## config.mk

```make
export PLATFORM = sky130hd
export DESIGN_NAME = uart_tx_flat
export DESIGN_NICKNAME = d
export VERILOG_FILES = /design/src/rtl/uart_tx_if.sv /design/src/rtl/uart_tx.sv /design/src/flat_wrapper.sv
export SDC_FILE = /design/constraint.sdc
export NUM_CORES = 1
export LEC_CHECK = 0
export CAP_MARGIN = 20
export CORE_UTILIZATION = 51
export DETAILED_ROUTE_END_ITERATION = 10
export GPL_TIMING_DRIVEN = 0
export MAX_ROUTING_LAYER = met4
export PLACE_DENSITY = 0.75
export RECOVER_POWER = 100
export SLEW_MARGIN = 20
export SYNTH_ARGS = -nofsm -noshare
export SYNTH_HDL_FRONTEND = slang
export SYNTH_SLANG_ARGS = --single-unit
```

## constraint.sdc

```tcl
create_clock -name baud -period 1.95 [get_ports baud]
set_input_delay 0.39 -clock baud [delete_from_list [all_inputs] [get_ports baud]]
set_output_delay 0.39 -clock baud [all_outputs]
set_load 0.05 [all_outputs]
```

## src/rtl/uart_tx_if.sv

```systemverilog
// uart_tx_if: byte-side handshake and line signals of the UART transmitter.
// master drives enable/start/data; slave (uart_tx) drives tx/ready/busy/done.
interface uart_tx_if #(
    parameter int NUM_DATA_BITS = 8
);
    logic                     enable;
    logic                     start;
    logic [NUM_DATA_BITS-1:0] data;
    logic                     tx;
    logic                     ready;
    logic                     busy;
    logic                     done;

    modport master (
        output enable, start, data,
        input  tx, ready, busy, done
    );

    modport slave (
        input  enable, start, data,
        output tx, ready, busy, done
    );
endinterface

```

## src/rtl/uart_tx.sv

```systemverilog
// uart_tx: LSB-first UART serialiser with a one-entry holding register.
// Ports: baud (oversampled clock), reset (async, active high),
//   bus.slave: enable, start, data in; tx, ready, busy, done out.
// Optional parity bit: define UART_TX_PARITY_EN (PARITY_ODD picks odd).
module uart_tx #(
    parameter int NUM_DATA_BITS = 8,
    parameter int OVERSAMPLING  = 16,
    parameter int PARITY_ODD    = 0
) (
    input  logic     baud,
    input  logic     reset,
    uart_tx_if.slave bus
);
    localparam int OS_W  = (OVERSAMPLING > 1) ? $clog2(OVERSAMPLING) : 1;
    localparam int BIT_W = (NUM_DATA_BITS > 1) ? $clog2(NUM_DATA_BITS) : 1;
    localparam logic [OS_W-1:0]  OS_MAX  = OS_W'(OVERSAMPLING - 1);
    localparam logic [BIT_W-1:0] BIT_MAX = BIT_W'(NUM_DATA_BITS - 1);

`ifdef UART_TX_PARITY_EN
    typedef enum logic [2:0] {
        IDLE,
        START_BIT,
        DATA_BITS,
        PARITY_BIT,
        STOP_BIT
    } state_t;
`else
    typedef enum logic [1:0] {
        IDLE,
        START_BIT,
        DATA_BITS,
        STOP_BIT
    } state_t;
`endif

    state_t                   state_q, state_d;
    logic [OS_W-1:0]          os_q, os_d;
    logic [BIT_W-1:0]         bit_q, bit_d;
    logic [NUM_DATA_BITS-1:0] shift_q, shift_d;
    logic [NUM_DATA_BITS-1:0] hold_q, hold_d;
    logic                     hold_v_q, hold_v_d;
    logic                     tx_q, tx_d;
    logic                     ready_q, ready_d;
    logic                     busy_q, busy_d;
    logic                     done_q, done_d;
    logic                     bit_end;
    logic                     accept;
    logic                     taken;
`ifdef UART_TX_PARITY_EN
    logic [NUM_DATA_BITS-1:0] byte_q, byte_d;
    localparam logic ODD = (PARITY_ODD != 0);
`endif

    always_ff @(posedge baud or posedge reset) begin
        if (reset) begin
            state_q  <= IDLE;
            os_q     <= '0;
            bit_q    <= '0;
            shift_q  <= '0;
            hold_q   <= '0;
            hold_v_q <= 1'b0;
            tx_q     <= 1'b1;
            ready_q  <= 1'b0;
            busy_q   <= 1'b0;
            done_q   <= 1'b0;
`ifdef UART_TX_PARITY_EN
            byte_q   <= '0;
`endif
        end else begin
            state_q  <= state_d;
            os_q     <= os_d;
            bit_q    <= bit_d;
            shift_q  <= shift_d;
            hold_q   <= hold_d;
            hold_v_q <= hold_v_d;
            tx_q     <= tx_d;
            ready_q  <= ready_d;
            busy_q   <= busy_d;
            done_q   <= done_d;
`ifdef UART_TX_PARITY_EN
            byte_q   <= byte_d;
`endif
        end
    end

    always_comb begin
        state_d  = state_q;
        os_d     = os_q;
        bit_d    = bit_q;
        shift_d  = shift_q;
        hold_d   = hold_q;
        hold_v_d = hold_v_q;
        busy_d   = busy_q;
        taken    = 1'b0;
`ifdef UART_TX_PARITY_EN
        byte_d   = byte_q;
`endif
        bit_end  = (os_q == OS_MAX);
        accept   = bus.start && ready_q;

        if (state_q != IDLE)
            os_d = bit_end ? '0 : os_q + 1'b1;

        unique case (state_q)
            IDLE: begin
                if (accept) begin
                    taken   = 1'b1;
                    state_d = START_BIT;
                    shift_d = bus.data;
                    busy_d  = 1'b1;
                    os_d    = '0;
`ifdef UART_TX_PARITY_EN
                    byte_d  = bus.data;
`endif
                end
            end
            START_BIT: begin
                if (bit_end)
                    state_d = DATA_BITS;
            end
            DATA_BITS: begin
                if (bit_end) begin
                    shift_d = shift_q >> 1;
                    if (bit_q == BIT_MAX) begin
                        bit_d = '0;
`ifdef UART_TX_PARITY_EN
                        state_d = PARITY_BIT;
`else
                        state_d = STOP_BIT;
`endif
                    end else begin
                        bit_d = bit_q + 1'b1;
                    end
                end
            end
`ifdef UART_TX_PARITY_EN
            PARITY_BIT: begin
                if (bit_end)
                    state_d = STOP_BIT;
            end
`endif
            STOP_BIT: begin
                if (bit_end) begin
                    if (hold_v_q) begin
                        state_d  = START_BIT;
                        shift_d  = hold_q;
                        hold_v_d = 1'b0;
`ifdef UART_TX_PARITY_EN
                        byte_d   = hold_q;
`endif
                    end else if (accept) begin
                        // Byte offered exactly at frame end bypasses the
                        // holding register so the line never idles.
                        taken   = 1'b1;
                        state_d = START_BIT;
                        shift_d = bus.data;
`ifdef UART_TX_PARITY_EN
                        byte_d  = bus.data;
`endif
                    end else begin
                        state_d = IDLE;
                        busy_d  = 1'b0;
                    end
                end
            end
            default: begin
                state_d = IDLE;
            end
        endcase

        if (accept && !taken) begin
            hold_d   = bus.data;
            hold_v_d = 1'b1;
        end

        if (!bus.enable) begin
            state_d  = IDLE;
            os_d     = '0;
            bit_d    = '0;
            hold_v_d = 1'b0;
            busy_d   = 1'b0;
        end

        ready_d = bus.enable && !hold_v_d;
        // done covers the final oversample cycle of the stop bit.
        done_d  = bus.enable && (state_d == STOP_BIT) && (os_d == OS_MAX);

        // tx is registered, so it is decoded from the next state.
        unique case (state_d)
            START_BIT: tx_d = 1'b0;
            DATA_BITS: tx_d = shift_d[0];
`ifdef UART_TX_PARITY_EN
            PARITY_BIT: tx_d = (^byte_d) ^ ODD;
`endif
            default:   tx_d = 1'b1;
        endcase
    end

    assign bus.tx    = tx_q;
    assign bus.ready = ready_q;
    assign bus.busy  = busy_q;
    assign bus.done  = done_q;
endmodule
```

## src/flat_wrapper.sv

```systemverilog
// flat-port wrapper written by rule: the top's interface ports become plain ports
module uart_tx_flat 
#(
    parameter int NUM_DATA_BITS = 8,
    parameter int OVERSAMPLING  = 16,
    parameter int PARITY_ODD    = 0
)
  (baud, reset, bus_enable, bus_start, bus_data, bus_tx, bus_ready, bus_busy, bus_done);
  uart_tx_if #(.NUM_DATA_BITS(NUM_DATA_BITS)) bus_i ();
  input  logic baud;
  input  logic reset;
  input wire logic [$bits(bus_i.enable)-1:0] bus_enable;
  input wire logic [$bits(bus_i.start)-1:0] bus_start;
  input wire logic [$bits(bus_i.data)-1:0] bus_data;
  output wire logic [$bits(bus_i.tx)-1:0] bus_tx;
  output wire logic [$bits(bus_i.ready)-1:0] bus_ready;
  output wire logic [$bits(bus_i.busy)-1:0] bus_busy;
  output wire logic [$bits(bus_i.done)-1:0] bus_done;
  assign bus_i.enable = bus_enable;
  assign bus_i.start = bus_start;
  assign bus_i.data = bus_data;
  assign bus_tx = bus_i.tx;
  assign bus_ready = bus_i.ready;
  assign bus_busy = bus_i.busy;
  assign bus_done = bus_i.done;
  uart_tx #(.NUM_DATA_BITS(NUM_DATA_BITS), .OVERSAMPLING(OVERSAMPLING), .PARITY_ODD(PARITY_ODD)) u_core (.baud(baud), .reset(reset), .bus(bus_i));
endmodule
```

* Word level (Yosys, flattened, before mapping)
Cells that the tools add are included.
** Cells by class
- $add $sub $neg :: 2
- Equal/unequal tests :: 18
- Muxes and demuxes :: 38
- Reduce and logical (&&, ||, !) cells :: 13
** Operators with widths (count)
- $mux W8 :: 4
- $pmux W8 S3 :: 1
- $mux W4 :: 5
- $mux W2 :: 7
- $mux W1 :: 13
- $mux W3 :: 4
- $eq A2 B2 Y1 const B :: 4
- $eq A4 B4 Y1 const B :: 2
- $ne A2 B1 Y1 const B :: 4
- $pmux W2 S4 :: 1
- $ne A3 B2 Y1 const B :: 2
- $ne A3 B3 Y1 const B :: 2
- $pmux W1 S2 :: 3
- $logic_and A1 B1 Y1 :: 5
- $reduce_and A5 Y1 :: 1
- $add A4 B1 Y4 const B :: 1
- $eq A2 B1 Y1 const B :: 2
- $add A3 B1 Y3 const B :: 1
- $eq A3 B3 Y1 const B :: 1
- $ne A3 B1 Y1 const B :: 1
- $reduce_and A3 Y1 :: 1
- $reduce_bool A3 Y1 :: 1
- $logic_not A1 Y1 :: 2
- $logic_not A2 Y1 :: 1
- 2 further kinds :: 2
** Storage, ports and cells
- Register bits after elaboration :: 30
- Output and inout port bits :: 4
- Logic and storage cells :: 82

* Longest topological paths before layout
- Word-level depth :: 11
- Depth in mapped cells :: 8

* Least setup slack after synthesis
OpenSTA, ideal clock, no wires.
- Kind :: reg2reg
- Start point :: reg u_core.os_q[0]
- End point :: reg u_core.hold_q[0]
- Library setup time :: 0.125 ns
- Arrival time :: 1.803 ns
- Required time :: 1.825 ns
- Slack :: 0.022 ns
- Stages on the path, launching flop included :: 8
- Buffers on the path :: 1
- Period minus slack after synthesis :: 1.928 ns
- Path through :: dfrtp_1 ha_1 and3_4 nand2_1 o21a_1 buf_6 o21ai_4 mux2_2
** On the way
- Word-level cells in the longest chain between the ends :: 5
** Ends and longest elaborated chain
- start: declaration :: RTL line uart_tx.sv:37 : logic [OS_W-1:0] os_q, os_d;
- start signal: assignment :: RTL line uart_tx.sv:71 : os_q <= os_d;
- $eq A4 B4 Y1 :: RTL line uart_tx.sv:98 : bit_end = (os_q == OS_MAX);
- $mux W1 :: RTL line uart_tx.sv:143 : if (bit_end) begin
- $pmux W1 S2 :: RTL line uart_tx.sv:104 : unique case (state_q)
- $logic_not A1 Y1 :: RTL line uart_tx.sv:171 : if (accept && !taken) begin
- $logic_and A1 B1 Y1 :: RTL line uart_tx.sv:171
- end signal: assignment :: RTL line uart_tx.sv:74 : hold_q <= hold_d;
- end: declaration :: RTL line uart_tx.sv:40 : logic [NUM_DATA_BITS-1:0] hold_q, hold_d;
Every way passes these cells.
A chain may end at the register's enable or synchronous reset.

* Worst setup path after layout
- Start point :: reg u_core.state_q[0]
- End point :: reg u_core.hold_q[1]
** On the way
- Word-level cells in the longest chain between the ends :: 4
** Ends and longest elaborated chain
- start: declaration :: RTL line uart_tx.sv:36 : state_t state_q, state_d;
- start signal: assignment :: RTL line uart_tx.sv:70 : state_q <= state_d;
- $eq A2 B2 Y1 or $logic_not A2 Y1 (tied branches) :: RTL line uart_tx.sv:104
- $pmux W1 S2 (*) :: RTL line uart_tx.sv:104
- $logic_not A1 Y1 (*) :: RTL line uart_tx.sv:171
- $logic_and A1 B1 Y1 (*) :: RTL line uart_tx.sv:171
Mark *: on every way between the ends. The rest lies on a longest branch, timed or not.

==> out/qor.yml <==
status: "complete, no violations"
antenna_found_initial: 0
synth_top_area_share_pct: 43.3
p_leak_nw: 0.934
critPathArrivalTime_ns: 2.12
syn_nets: 176
ys_seq_area_share_pct: 44.9
reg2reg_from: "u_core.state_q[0]"
drive_gt1_share_pct: 29.1
clock-sinks: 30
insertion_delay_ns: 0.34
syn_area_mm2: 0.00168
globalRouteOverflowTotal: 0
synthTopCellsByCount: "dfrtp_1 (29), nand2_1 (11), mux2_2 (9)"
maxCapViolations: 0
num_rows: 20
peakVddDrop_mv: 0.615
firstDrtPassIters: 4
relSlewSlack_pct: 26.8
hold_viol: 0
holdBufCountCts: 0
syn_area_per_cell_um2: 10.7
clk_path_buf_depth: 2
crit_path_start: "u_core.state_q[0]"
cts_tree: "built"
die_w_um: 59.3
dpl_worst_slack_ns: -0.336
sw_frac_of_total_pct: 30.6
io_pins: 16
synthFlopType: "dfrtp_1"
fmax_ghz: 0.527
coreArea_mm2: 0.00308
ys_seq_elements: 30
routedWlPerCell_um: 15.6
cp_slowest_cell: "dfrtp_2"
yosysWarnings: 0
via_per_inst: 5.83
syn_inst: 157
fillers: 241
fin_crit_ns: 1.90
grt_pass1_wl_um: 6380
synth_top_area_cell: "dfrtp_1"
htreeDepth: 2
synthTopCellsByArea: "dfrtp_1 (43%), mux2_2 (6.0%), ha_1 (5.2%)"
root_buffer: "clkbuf_4"
synth_most_common_cell: "dfrtp_1"
cp.required_ns: 2.17
crit_chain: "inv_2 > ha_2 > buf_6 > inv_4 > o21a_1 > buf_6 > o21ai_4 > buf_6 > mux2_2"
synthDistinctLibCells: 43
numCtsBuffers: 5
crit_fanout: 9
cpMostUsedCell: "buf_6"
portBuffers: 15
powerDensity_mw_per_mm2: 790
hpwl_um: 2520
skew_ns: 0.00891
setup_viol: 0
intPower_mw: 1.17
ant_nets: 0
drc_errors: 0
async_flop_share_pct: 100
dpl.cell_count: 216
cpPeakStageDelay_ns: 0.45
vias: 1400
crit_family: "buffers and inverters"
initial_core_util_pct: 54.4
drtIter0Drc: 57
syn_to_final_growth_pct: 27.1
path_class: "flop to flop"
hp-start: "u_core.hold_q[2]"
post-route-period-util_pct: 97.3
grt_max_degree: 31
hold_path.class: "flop to flop"
tightest_slew_ns: 1.10
place.gp.congestion: 0.899
timing.hold.ws_ns: 0.513
nNetsFinal: 214
layout_setup_ws_ns: 0.0522
fin_cells: 240
num_antenna_cells: 0
combinationalPowerShare_pct: 26.6
die-area_mm2: 0.00352
path_buf_inv: 5
synth_edf_count: 0
endpoint_kind: "flop"
grt.total_usage_pct: 25.8
slew_violations: 0
total_power_mw: 1.68
die_h_um: 59.3
p_sw_mw: 0.515
clk_pin_slew_ns: 0.09
regArea_um2: 753
routed_wirelength_um: 3750
grt_pass1_vias: 1406
fin_tns_setup_ns: 0
critPathLaunchType: "flop"
multi_input_area_um2: 918
pwr-share-clk_pct: 21.0
p_seq_share_pct: 52.4
[cells by family (layout without fill, tap and decap cells)]
logic type	count (synthesis)	after routing	synth area share, %
AOI/OAI and AO/OA	53	53	23.4
adders and majority gates	7	7	5.23
buffers and inverters	13	52	3.96
DFF	30	30	44.9
muxes	16	16	10.2
and+or+nand+nor	38	38	12.3
[sequential cells by signal, summed over array words and instances (netlist names)]
name / flops
u_core.os_q: 4
u_core.hold_v_q: 1
u_core.bus.tx: 1
u_core.bus.done: 1
u_core.bus.ready: 1
u_core.bus.busy: 1
u_core.state_q: 2
u_core.hold_q: 8
u_core.shift_q: 8
u_core.bit_q: 3
[metal layers]
layer  track usage, %  vias up  part of all wire [%]
met4             16.3        0                   1.8
li1                 -      671                     -
met1             32.1      673                    45
met2             38.4       47                    48
met3             5.02        9                   4.7
met5                -        -                     0
[layout make-up]
type,count,share of cell area [%]
Buffer,7,2.41
Tap cell,44,2.59
Timing Repair Buffer,31,13.0
Clock buffer,8,2.29
Sequential cell,30,35.4
Multi-Input combinational cell,114,43.1
Inverter,6,1.18
[power groups by stage]
stage	logic, mW	clock network [mW]	registers [mW]
6_report	0.448	0.353	0.881
5_1_grt	0.494	0.382	0.899
2_1_floorplan	0.297	0	0.879
3_5_place_dp	0.409	0	0.891
3_3_place_gp	0.393	0	0.879
4_1_cts	0.423	0.362	0.877
[cell usage in the layout, fill, tap and decap left out, types with 2 or more instances in the layout]
master	count
a211oi_2	2
a21boi_0	3
a21oi_1	7
a22o_1	8
a22oi_1	6
and2_1	3
and3_1	2
buf_4	14
buf_6	5
clkbuf_1	5
clkbuf_4	5
clkdlybuf4s50_1	11
dfrtp_1	28
dlygate4sd2_1	2
ha_1	3
ha_2	3
inv_1	3
inv_2	2
mux2_2	8
mux2i_1	7
nand2_1	10
nand3_1	6
nor2_1	4
nor2b_1	3
nor3_1	2
nor3b_1	2
o21ai_0	5
o22ai_1	7
[stage by stage]
stage / util, % / cell area [µm²]
5_1_grt: 69.2 / 2130
3_5_place_dp: 61.1 / 1880
4_1_cts: 65.4 / 2010
3_3_place_gp: 61.1 / 1880
6_report: 69.2 / 2130
2_1_floorplan: - / 1680
[repair_timing]
action | CTS | global route
buffers inserted | 7 | 9
pin swaps | 3 | 5
gates resized for setup | 12 | 15
endpoints found under the setup margin | 21 | 20
[worst reg2reg max path: cells and delay by family, from the launching register on]
kind	cells	cell delay, ns
compound gates	2	0.25
fa+ha+maj	1	0.19
buf+inv	5	0.58
mux	1	0.33
flops	1	0.45
[path summary, 6_finish.rpt]
check	endpoint	slack, ns	depth (start not counted)
max	u_core.hold_q[1]	0.05	9
min	u_core.hold_q[2]	0.51	1
max reg2reg	u_core.hold_q[1]	0.05	9
min reg2reg	u_core.hold_q[2]	0.51	1
max in group asynchronous	u_core.state_q[0]	0.45	2
min in group asynchronous	u_core.hold_q[6]	0.76	2
No activity file was read; power rests on OpenSTA's default activity.
